$ cat config.mk
export PLATFORM = sky130hd
export DESIGN_NAME = rom_arbiter_flat
export DESIGN_NICKNAME = d
export VERILOG_FILES = /design/src/rtl/rom_arbiter_if.sv /design/src/rtl/rom_arbiter.sv /design/src/flat_wrapper.sv
export SDC_FILE = /design/constraint.sdc
export NUM_CORES = 1
export LEC_CHECK = 0
export BUFFER_PORTS_ARGS = -buffer_cell sky130_fd_sc_hd__clkbuf_2
export CORE_MARGIN = 2
export CORE_UTILIZATION = 36
export DETAILED_ROUTE_END_ITERATION = 10
export PLACE_DENSITY = 0.8
export SYNTH_ARGS = -nofsm -noshare
export SYNTH_HDL_FRONTEND = slang
export SYNTH_SLANG_ARGS = --single-unit
$ cat constraint.sdc
create_clock -name clk -period 1.9 [get_ports clk]
set_input_delay 0.285 -clock clk [delete_from_list [all_inputs] [get_ports clk]]
set_output_delay 0.285 -clock clk [all_outputs]
set_load 0.01 [all_outputs]
$ cat src/rtl/rom_arbiter_if.sv
// Requester/ROM-side bundle for rom_arbiter; master = requesters + ROM, slave = arbiter.
// Request, grant and response strobes travel together with the ROM address/data pair.
`timescale 1ns/1ps
interface rom_arbiter_if #(
    parameter int NUM_REQ    = 4,
    parameter int ADDR_WIDTH = 8,
    parameter int DATA_WIDTH = 8
);
    logic [NUM_REQ-1:0]            req_valid;
    logic [NUM_REQ*ADDR_WIDTH-1:0] req_addr;
    logic [NUM_REQ-1:0]            req_ready;
    logic [NUM_REQ-1:0]            rsp_valid;
    logic [DATA_WIDTH-1:0]         rsp_data;
    logic [ADDR_WIDTH-1:0]         rom_addr;
    logic [DATA_WIDTH-1:0]         rom_data;

    modport master (
        output req_valid, req_addr, rom_data,
        input  req_ready, rsp_valid, rsp_data, rom_addr
    );

    modport slave (
        input  req_valid, req_addr, rom_data,
        output req_ready, rsp_valid, rsp_data, rom_addr
    );
endinterface

$ cat src/rtl/rom_arbiter.sv
// Round-robin arbiter in front of a sync-read ROM; response 1 cycle after grant, one read/cycle.
// Backpressure: none on responses; ungranted requesters simply wait for req_ready.
`timescale 1ns/1ps
module rom_arbiter #(
    parameter int NUM_REQ    = 4,
    parameter int ADDR_WIDTH = 8,
    parameter int DATA_WIDTH = 8
) (
    input  logic         clk,
    input  logic         rst_n,
    rom_arbiter_if.slave bus
);
    localparam int PTR_W = (NUM_REQ > 1) ? $clog2(NUM_REQ) : 1;
    localparam logic [PTR_W-1:0] LAST_IDX = PTR_W'(NUM_REQ - 1);

    logic [PTR_W-1:0]      ptr_q, ptr_d;
    logic [NUM_REQ-1:0]    inflight_q, inflight_d;

    logic [NUM_REQ-1:0]    grant_raw;
    logic [PTR_W-1:0]      winner;
    logic                  found;
    logic [NUM_REQ-1:0]    grant;
    logic                  grant_any;
    logic [ADDR_WIDTH-1:0] addr_mux;

    // Two passes give the wrapped scan order ptr..NUM_REQ-1 then 0..ptr-1.
    always_comb begin
        grant_raw = '0;
        winner    = '0;
        found     = 1'b0;
        for (int i = 0; i < NUM_REQ; i++) begin
            if (!found && (PTR_W'(i) >= ptr_q) && bus.req_valid[i]) begin
                found        = 1'b1;
                winner       = PTR_W'(i);
                grant_raw[i] = 1'b1;
            end
        end
        for (int i = 0; i < NUM_REQ; i++) begin
            if (!found && (PTR_W'(i) < ptr_q) && bus.req_valid[i]) begin
                found        = 1'b1;
                winner       = PTR_W'(i);
                grant_raw[i] = 1'b1;
            end
        end
    end

    // Grants and the ROM address are combinational, so reset must mask them directly.
    always_comb begin
        grant     = rst_n ? grant_raw : '0;
        grant_any = rst_n & found;
    end

    always_comb begin
        addr_mux = '0;
        for (int i = 0; i < NUM_REQ; i++) begin
            if (grant[i]) begin
                addr_mux = addr_mux | bus.req_addr[i*ADDR_WIDTH +: ADDR_WIDTH];
            end
        end
    end

    always_comb begin
        ptr_d      = ptr_q;
        inflight_d = grant;
        if (grant_any) begin
            ptr_d = (winner == LAST_IDX) ? '0 : winner + 1'b1;
        end
    end

    always_ff @(posedge clk or negedge rst_n) begin
        if (!rst_n) begin
            ptr_q      <= '0;
            inflight_q <= '0;
        end else begin
            ptr_q      <= ptr_d;
            inflight_q <= inflight_d;
        end
    end

    assign bus.req_ready = grant;
    assign bus.rom_addr  = addr_mux;
    assign bus.rsp_valid = inflight_q;
    assign bus.rsp_data  = bus.rom_data;

    a_grant_onehot: assert property (@(posedge clk) disable iff (!rst_n) $onehot0(grant));
    a_grant_valid:  assert property (@(posedge clk) disable iff (!rst_n) (grant & ~bus.req_valid) == '0);
    a_ptr_range:    assert property (@(posedge clk) disable iff (!rst_n) ptr_q <= LAST_IDX);
    a_rsp_onehot:   assert property (@(posedge clk) disable iff (!rst_n) $onehot0(inflight_q));
endmodule

$ cat src/flat_wrapper.sv
// flat-port wrapper written by rule: the top's interface ports become plain ports
module rom_arbiter_flat 
#(
    parameter int NUM_REQ    = 4,
    parameter int ADDR_WIDTH = 8,
    parameter int DATA_WIDTH = 8
)
  (clk, rst_n, bus_req_valid, bus_req_addr, bus_rom_data, bus_req_ready, bus_rsp_valid, bus_rsp_data, bus_rom_addr);
  rom_arbiter_if #(.NUM_REQ(NUM_REQ), .ADDR_WIDTH(ADDR_WIDTH), .DATA_WIDTH(DATA_WIDTH)) bus_i ();
  input  logic clk;
  input  logic rst_n;
  input wire logic [$bits(bus_i.req_valid)-1:0] bus_req_valid;
  input wire logic [$bits(bus_i.req_addr)-1:0] bus_req_addr;
  input wire logic [$bits(bus_i.rom_data)-1:0] bus_rom_data;
  output wire logic [$bits(bus_i.req_ready)-1:0] bus_req_ready;
  output wire logic [$bits(bus_i.rsp_valid)-1:0] bus_rsp_valid;
  output wire logic [$bits(bus_i.rsp_data)-1:0] bus_rsp_data;
  output wire logic [$bits(bus_i.rom_addr)-1:0] bus_rom_addr;
  assign bus_i.req_valid = bus_req_valid;
  assign bus_i.req_addr = bus_req_addr;
  assign bus_i.rom_data = bus_rom_data;
  assign bus_req_ready = bus_i.req_ready;
  assign bus_rsp_valid = bus_i.rsp_valid;
  assign bus_rsp_data = bus_i.rsp_data;
  assign bus_rom_addr = bus_i.rom_addr;
  rom_arbiter #(.NUM_REQ(NUM_REQ), .ADDR_WIDTH(ADDR_WIDTH), .DATA_WIDTH(DATA_WIDTH)) u_core (.clk(clk), .rst_n(rst_n), .bus(bus_i));
endmodule
Word level (Yosys, flattened, before mapping)
Cells that the tools add are included.

Eq/ne operators: 1. $lt $le $gt $ge: 8. Reductions and logical operators: 22. Muxes and demuxes: 28. Bitwise logic cells: 4. Add/subtract/negate cells: 1.

Operators by type and width (number): 8-bit 2-to-1 mux (4); 8-bit bitwise OR (3); 1-bit 2-to-1 mux (16); 1-bit logical AND (15); 2-bit 2-to-1 mux (7); 1-bit zero test (7); 1-bit by 2-bit >= comparator with 1-bit output, first input constant (2); 2-bit >= comparator, first input constant (2); 1-bit by 2-bit < comparator with 1-bit output, first input constant (2); 2-bit < comparator, first input constant (2); 4-bit 2-to-1 mux (1); 2-bit by 1-bit adder with 2-bit output, second input constant (1); 2-bit equality test, second input constant (1); 1-bit AND (1).

Input port bits: 46. Bits in registers: 6. Output and inout bits: 24. Logic and storage cells: 66.

Logic depth before layout (Yosys ltp)
Word-level depth: 39. Gate-level depth with buffers: 6.

Worst setup path after synthesis
No wires, ideal clock.

Path type: register to output. From: register u_core.ptr_q[1]. To: output port bus_rom_addr[0]. Path slack: 0.325 ns. Arrival: 1.290 ns. Cell stages (with the launch flop): 6. Buffers on the path: 1. Path through: dfrtp_1 > buf_2 > o21a_1 > o32ai_4 > nand2_1 > o2111ai_1.

Elaborated cells between the ends (all ways): 52. Those cells by class: 8 x order compare; 19 x mux; 3 x bitwise; 22 x reduce/logical.

RTL lines: start: declaration (line rom_arbiter.sv:16) `logic [PTR_W-1:0] ptr_q, ptr_d;`; start signal: assignment (line rom_arbiter.sv:75) `ptr_q <= ptr_d;`; 1-bit by 2-bit >= comparator with 1-bit output (line rom_arbiter.sv:32) `if (!found && (PTR_W'(i) >= ptr_q) && bus.req_valid[i]) begin`; 1-bit logical AND (line rom_arbiter.sv:32); 1-bit 2-to-1 mux (line rom_arbiter.sv:32); 1-bit zero test (line rom_arbiter.sv:32); 1-bit logical AND (2 in a row) (line rom_arbiter.sv:32); 1-bit 2-to-1 mux (line rom_arbiter.sv:32); 1-bit zero test (line rom_arbiter.sv:32); 1-bit logical AND (2 in a row) (line rom_arbiter.sv:32); [10 not listed]; net bus_req_ready[0] (line flat_wrapper.sv:15) `output wire logic [$bits(bus_i.req_ready)-1:0] bus_req_ready;`; 8-bit 2-to-1 mux (*) (line rom_arbiter.sv:56) `if (grant[i]) begin`; 8-bit bitwise OR (line rom_arbiter.sv:57) `addr_mux = addr_mux | bus.req_addr[i*ADDR_WIDTH +: ADDR_WIDTH];`; 8-bit 2-to-1 mux (*) (line rom_arbiter.sv:56); 8-bit bitwise OR (line rom_arbiter.sv:57); 8-bit 2-to-1 mux (*) (line rom_arbiter.sv:56); 8-bit bitwise OR (line rom_arbiter.sv:57); 8-bit 2-to-1 mux (*) (line rom_arbiter.sv:56); end: declaration (line flat_wrapper.sv:18) `output wire logic [$bits(bus_i.rom_addr)-1:0] bus_rom_addr;`.

The timed path passes the listed nets; every way through them passes the cells marked *.

Worst setup path after layout
From: register u_core.ptr_q[1]. To: output port bus_rom_addr[2].

Longest elaborated chain between the ends: 33. Elaborated cells between the ends (all ways): 52. Those cells by class: 8 x order compare; 19 x mux; 3 x bitwise; 22 x reduce/logical.

Ends and longest elaborated chain: 1-bit by 2-bit >= comparator with 1-bit output (line rom_arbiter.sv:32); 1-bit logical AND (line rom_arbiter.sv:32); 1-bit 2-to-1 mux (line rom_arbiter.sv:32); 1-bit zero test (line rom_arbiter.sv:32); 1-bit logical AND (2 in a row) (line rom_arbiter.sv:32); 1-bit 2-to-1 mux (line rom_arbiter.sv:32); 1-bit zero test (line rom_arbiter.sv:32); 1-bit logical AND (2 in a row) (line rom_arbiter.sv:32); [13 not listed]; 1-bit zero test (line rom_arbiter.sv:39) `if (!found && (PTR_W'(i) < ptr_q) && bus.req_valid[i]) begin`; 1-bit logical AND (2 in a row) (line rom_arbiter.sv:39); 1-bit 2-to-1 mux (line rom_arbiter.sv:39); 1-bit zero test (line rom_arbiter.sv:39); 1-bit logical AND (2 in a row) (line rom_arbiter.sv:39); 1-bit 2-to-1 mux (line rom_arbiter.sv:39); 4-bit 2-to-1 mux (*) (line rom_arbiter.sv:49) `grant = rst_n ? grant_raw : '0;`; 8-bit 2-to-1 mux (*) (line rom_arbiter.sv:56).

Every way passes the cells marked *; elsewhere a longest branch is shown, timed or not.

==> qor.csv <==
metric;value;unit
outcome;finished, violations left;
violated checks;negative setup slack;
Post-synth top flop;dfrtp_1;
Routed Antenna Nets;0;
worst r2r src;u_core.ptr_q[1]$_DFFE_PN0P_;
Final Worst Setup Slack;-0.0294;ns
Util after Layout;60.3;%
post-DR vias/cell;5.53;
largest net degree at the start of global routing;10;
Final Skew;0.0103;ns
Startpoint Class;flip-flop;
DR DRC count;0;
Tmin final;1.93;ns
setup TNS;-0.127;ns
Comb pwr share;58.4;%
YS warnings;0;
DR vias;979;
CP arrival;1.64;ns
Synth-to-Final Area Change;60.5;%
Register-to-Register Path Depth;3;
switch share;40.1;%
overall die width;48.8;um
hold_buf cts;0;
fmax;0.518;GHz
clk sinks;6;
RSZ-0062 raised after global routing;true;
Setup crit end kind;primary output;
All-Layer GR Usage;19.4;%
RR Endpoint;u_core.bus.rsp_valid[2]$_DFF_PN0_;
post-synthesis sequential area ratio;20.8;%
Buffers on Ports;53;
number of synthesized flops with an enable pin;0;
first-pass GRT wire length;3.71;mm
initial antenna violation count;0;
Max-slew headroom;80.1;%
Clock Path Buffers;2;
Final Hold Fails;0;
maximum vdd ir drop;317;uV
max-cap violations;0;
post-DP HPWL;1.66;mm
Syn Inst Count;95;
Final period util;102;%
Avg WL per Cell;13.7;um
root buffer cell;clkbuf_4;
1st-iter DRT viols;34;
1st-pass router iterations;4;
Core Area;0.00192;sq mm
number of diodes;0;
number of global-route vias before repair;873;
cts bufs inserted;3;
Core Rows;16;
clock power share;17.7;%
Pint;0.000406;W
fraction of final layout cells sized beyond drive strength 1;62.7;%
CTS tree;built;
Seq cells post-synth;6;
WL final;2.43;mm
Worst-Skew Late Latency;0.25;ns
I/O pins;70;
CP Max Fanout;6;
Mapped Area;722;sq um
flop2flop setup slack;0.58;ns
Total Die Area;0.00238;sq mm
GPL Wtd Cong;0.807;
critical path type;flip-flop to primary output;
Mapped Avg Cell Area;7.60;sq um
Pwr Density;586;mW/mm^2
# H-tree levels;1;
worst-margin pin slew;0.296;ns
Final setup viols;7;
worst path required time;1.62;ns
max-slew violations;0;
worst min path class;input port to asynchronous set/reset pin;
sequential power share;24.0;%
clock-pin slew reported for the worst setup and hold paths after clock tree synthesis;0.05;ns
net switching power;0.000273;W
Nets;198;
effective utilization at floorplan;37.6;%
leak pwr;0.599;nW
die height;48.8;um
Synth cell types;33;
fillers;172;
Syn Nets;141;
asr flop ratio synth;100;%
grt ovf;0;
[worst max path at each step]
stage | start | endpoint | depth (start not counted)
after floorplan | u_core.ptr_q[1]$_DFFE_PN0P_ | bus_rom_addr[0] | 5
after CTS | u_core.ptr_q[1]$_DFFE_PN0P_ | bus_rom_addr[1] | 7
after global routing | u_core.ptr_q[0]$_DFFE_PN0P_ | bus_rom_addr[0] | 5
after detailed placement | u_core.ptr_q[1]$_DFFE_PN0P_ | bus_rom_addr[1] | 5
final | u_core.ptr_q[1]$_DFFE_PN0P_ | bus_rom_addr[2] | 6
after global placement | bus_req_valid[2] | bus_rom_addr[4] | 6
[per-layer routing]
layer,up-vias,track usage [%],part of all wire (%)
met5,-,0,0
met4,0,10.5,1.6
met3,11,4.60,9.2
met2,62,32.4,49
met1,459,22.8,40
li1,447,-,-
[cell families after synthesis]
kind of cell	count (synthesis)	synth area share [%]
buf+inv	24	19.4
simple gates	35	26.3
compound gates	30	33.4
flops	6	20.8
[registers in the layout, indices dropped and copies added (netlist names)]
name and count:
u_core.bus.rsp_valid 4, u_core.ptr_q 2
[Yosys cell counts, types with 2 or more instances]
master	n	share of area, %
nor2b_1	3	2.6
nand3_1	10	6.9
o2111ai_1	8	9.7
buf_6	2	3.1
dfrtp_1	6	21
buf_4	8	8.3
o21a_1	2	2.1
o21ai_0	9	6.2
buf_2	3	2.1
inv_1	10	5.2
nand2_1	12	6.2
[power groups by stage]
| stage | clock network [W] | registers [W] | logic [W] |
|---|---|---|---|
| after CTS | 0.000123 | 0.000157 | 0.000333 |
| final | 0.000120 | 0.000163 | 0.000396 |
| after global placement | 0 | 0.000165 | 0.000276 |
| after floorplan | 0 | 0.000153 | 0.000199 |
| after global routing | 0.000127 | 0.000165 | 0.000424 |
| after detailed placement | 0 | 0.000166 | 0.000282 |
[worst max-delay path: stages, from the launching register on]
cell	delay, ns
dfrtp_2	0.44
nand2b_4	0.16
a211oi_2	0.26
buf_2	0.18
o21ai_0	0.08
o2111ai_1	0.10
buf_2	0.16
[cell usage in the layout, fill, tap and decap left out, types with 2 or more instances in the layout]
cell,count
clkbuf_2,45
nand3_1,10
inv_1,9
buf_2,9
buf_4,8
o21ai_1,6
nand2_1,6
nand2_2,6
o2111ai_1,4
o2111ai_2,4
dfrtp_1,4
o21ai_0,3
clkbuf_4,3
buf_6,3
nor2b_1,2
nor3_4,2
o21a_1,2
dfrtp_2,2
[through the flow]
stage	hold slack, ns	std cells	instance area (sq um)	total power (W)	setup WS [ns]
5_1_grt	0.0855	177	1160	0.000716	-0.0855
6_report	0.0766	177	1160	0.000679	-0.0294
2_1_floorplan	-0.0106	95	722	0.000353	0.325
4_1_cts	0.0457	174	1050	0.000613	0.00273
3_3_place_gp	0.296	165	948	0.000441	0.125
3_5_place_dp	0.289	165	948	0.000448	0.0820
[cell type report]
cell class | count | area, sq um | area share (%)
Timing Repair Buffer | 65 | 364 | 31.4
Sequential cell | 6 | 153 | 13.2
Tap cell | 27 | 33.8 | 2.92
Clock buffer | 3 | 22.5 | 1.94
Inverter | 10 | 37.5 | 3.24
Multi-Input combinational cell | 66 | 548 | 47.3
[timing repair]
item / CTS / global route
gates resized for setup: 9 / 36
setup endpoints to repair: 11 / 9
setup buffers: 6 / 1
pin swaps: 3 / 11
cloned: 0 / 2
Note: power is estimated with default switching activity, not from simulation.
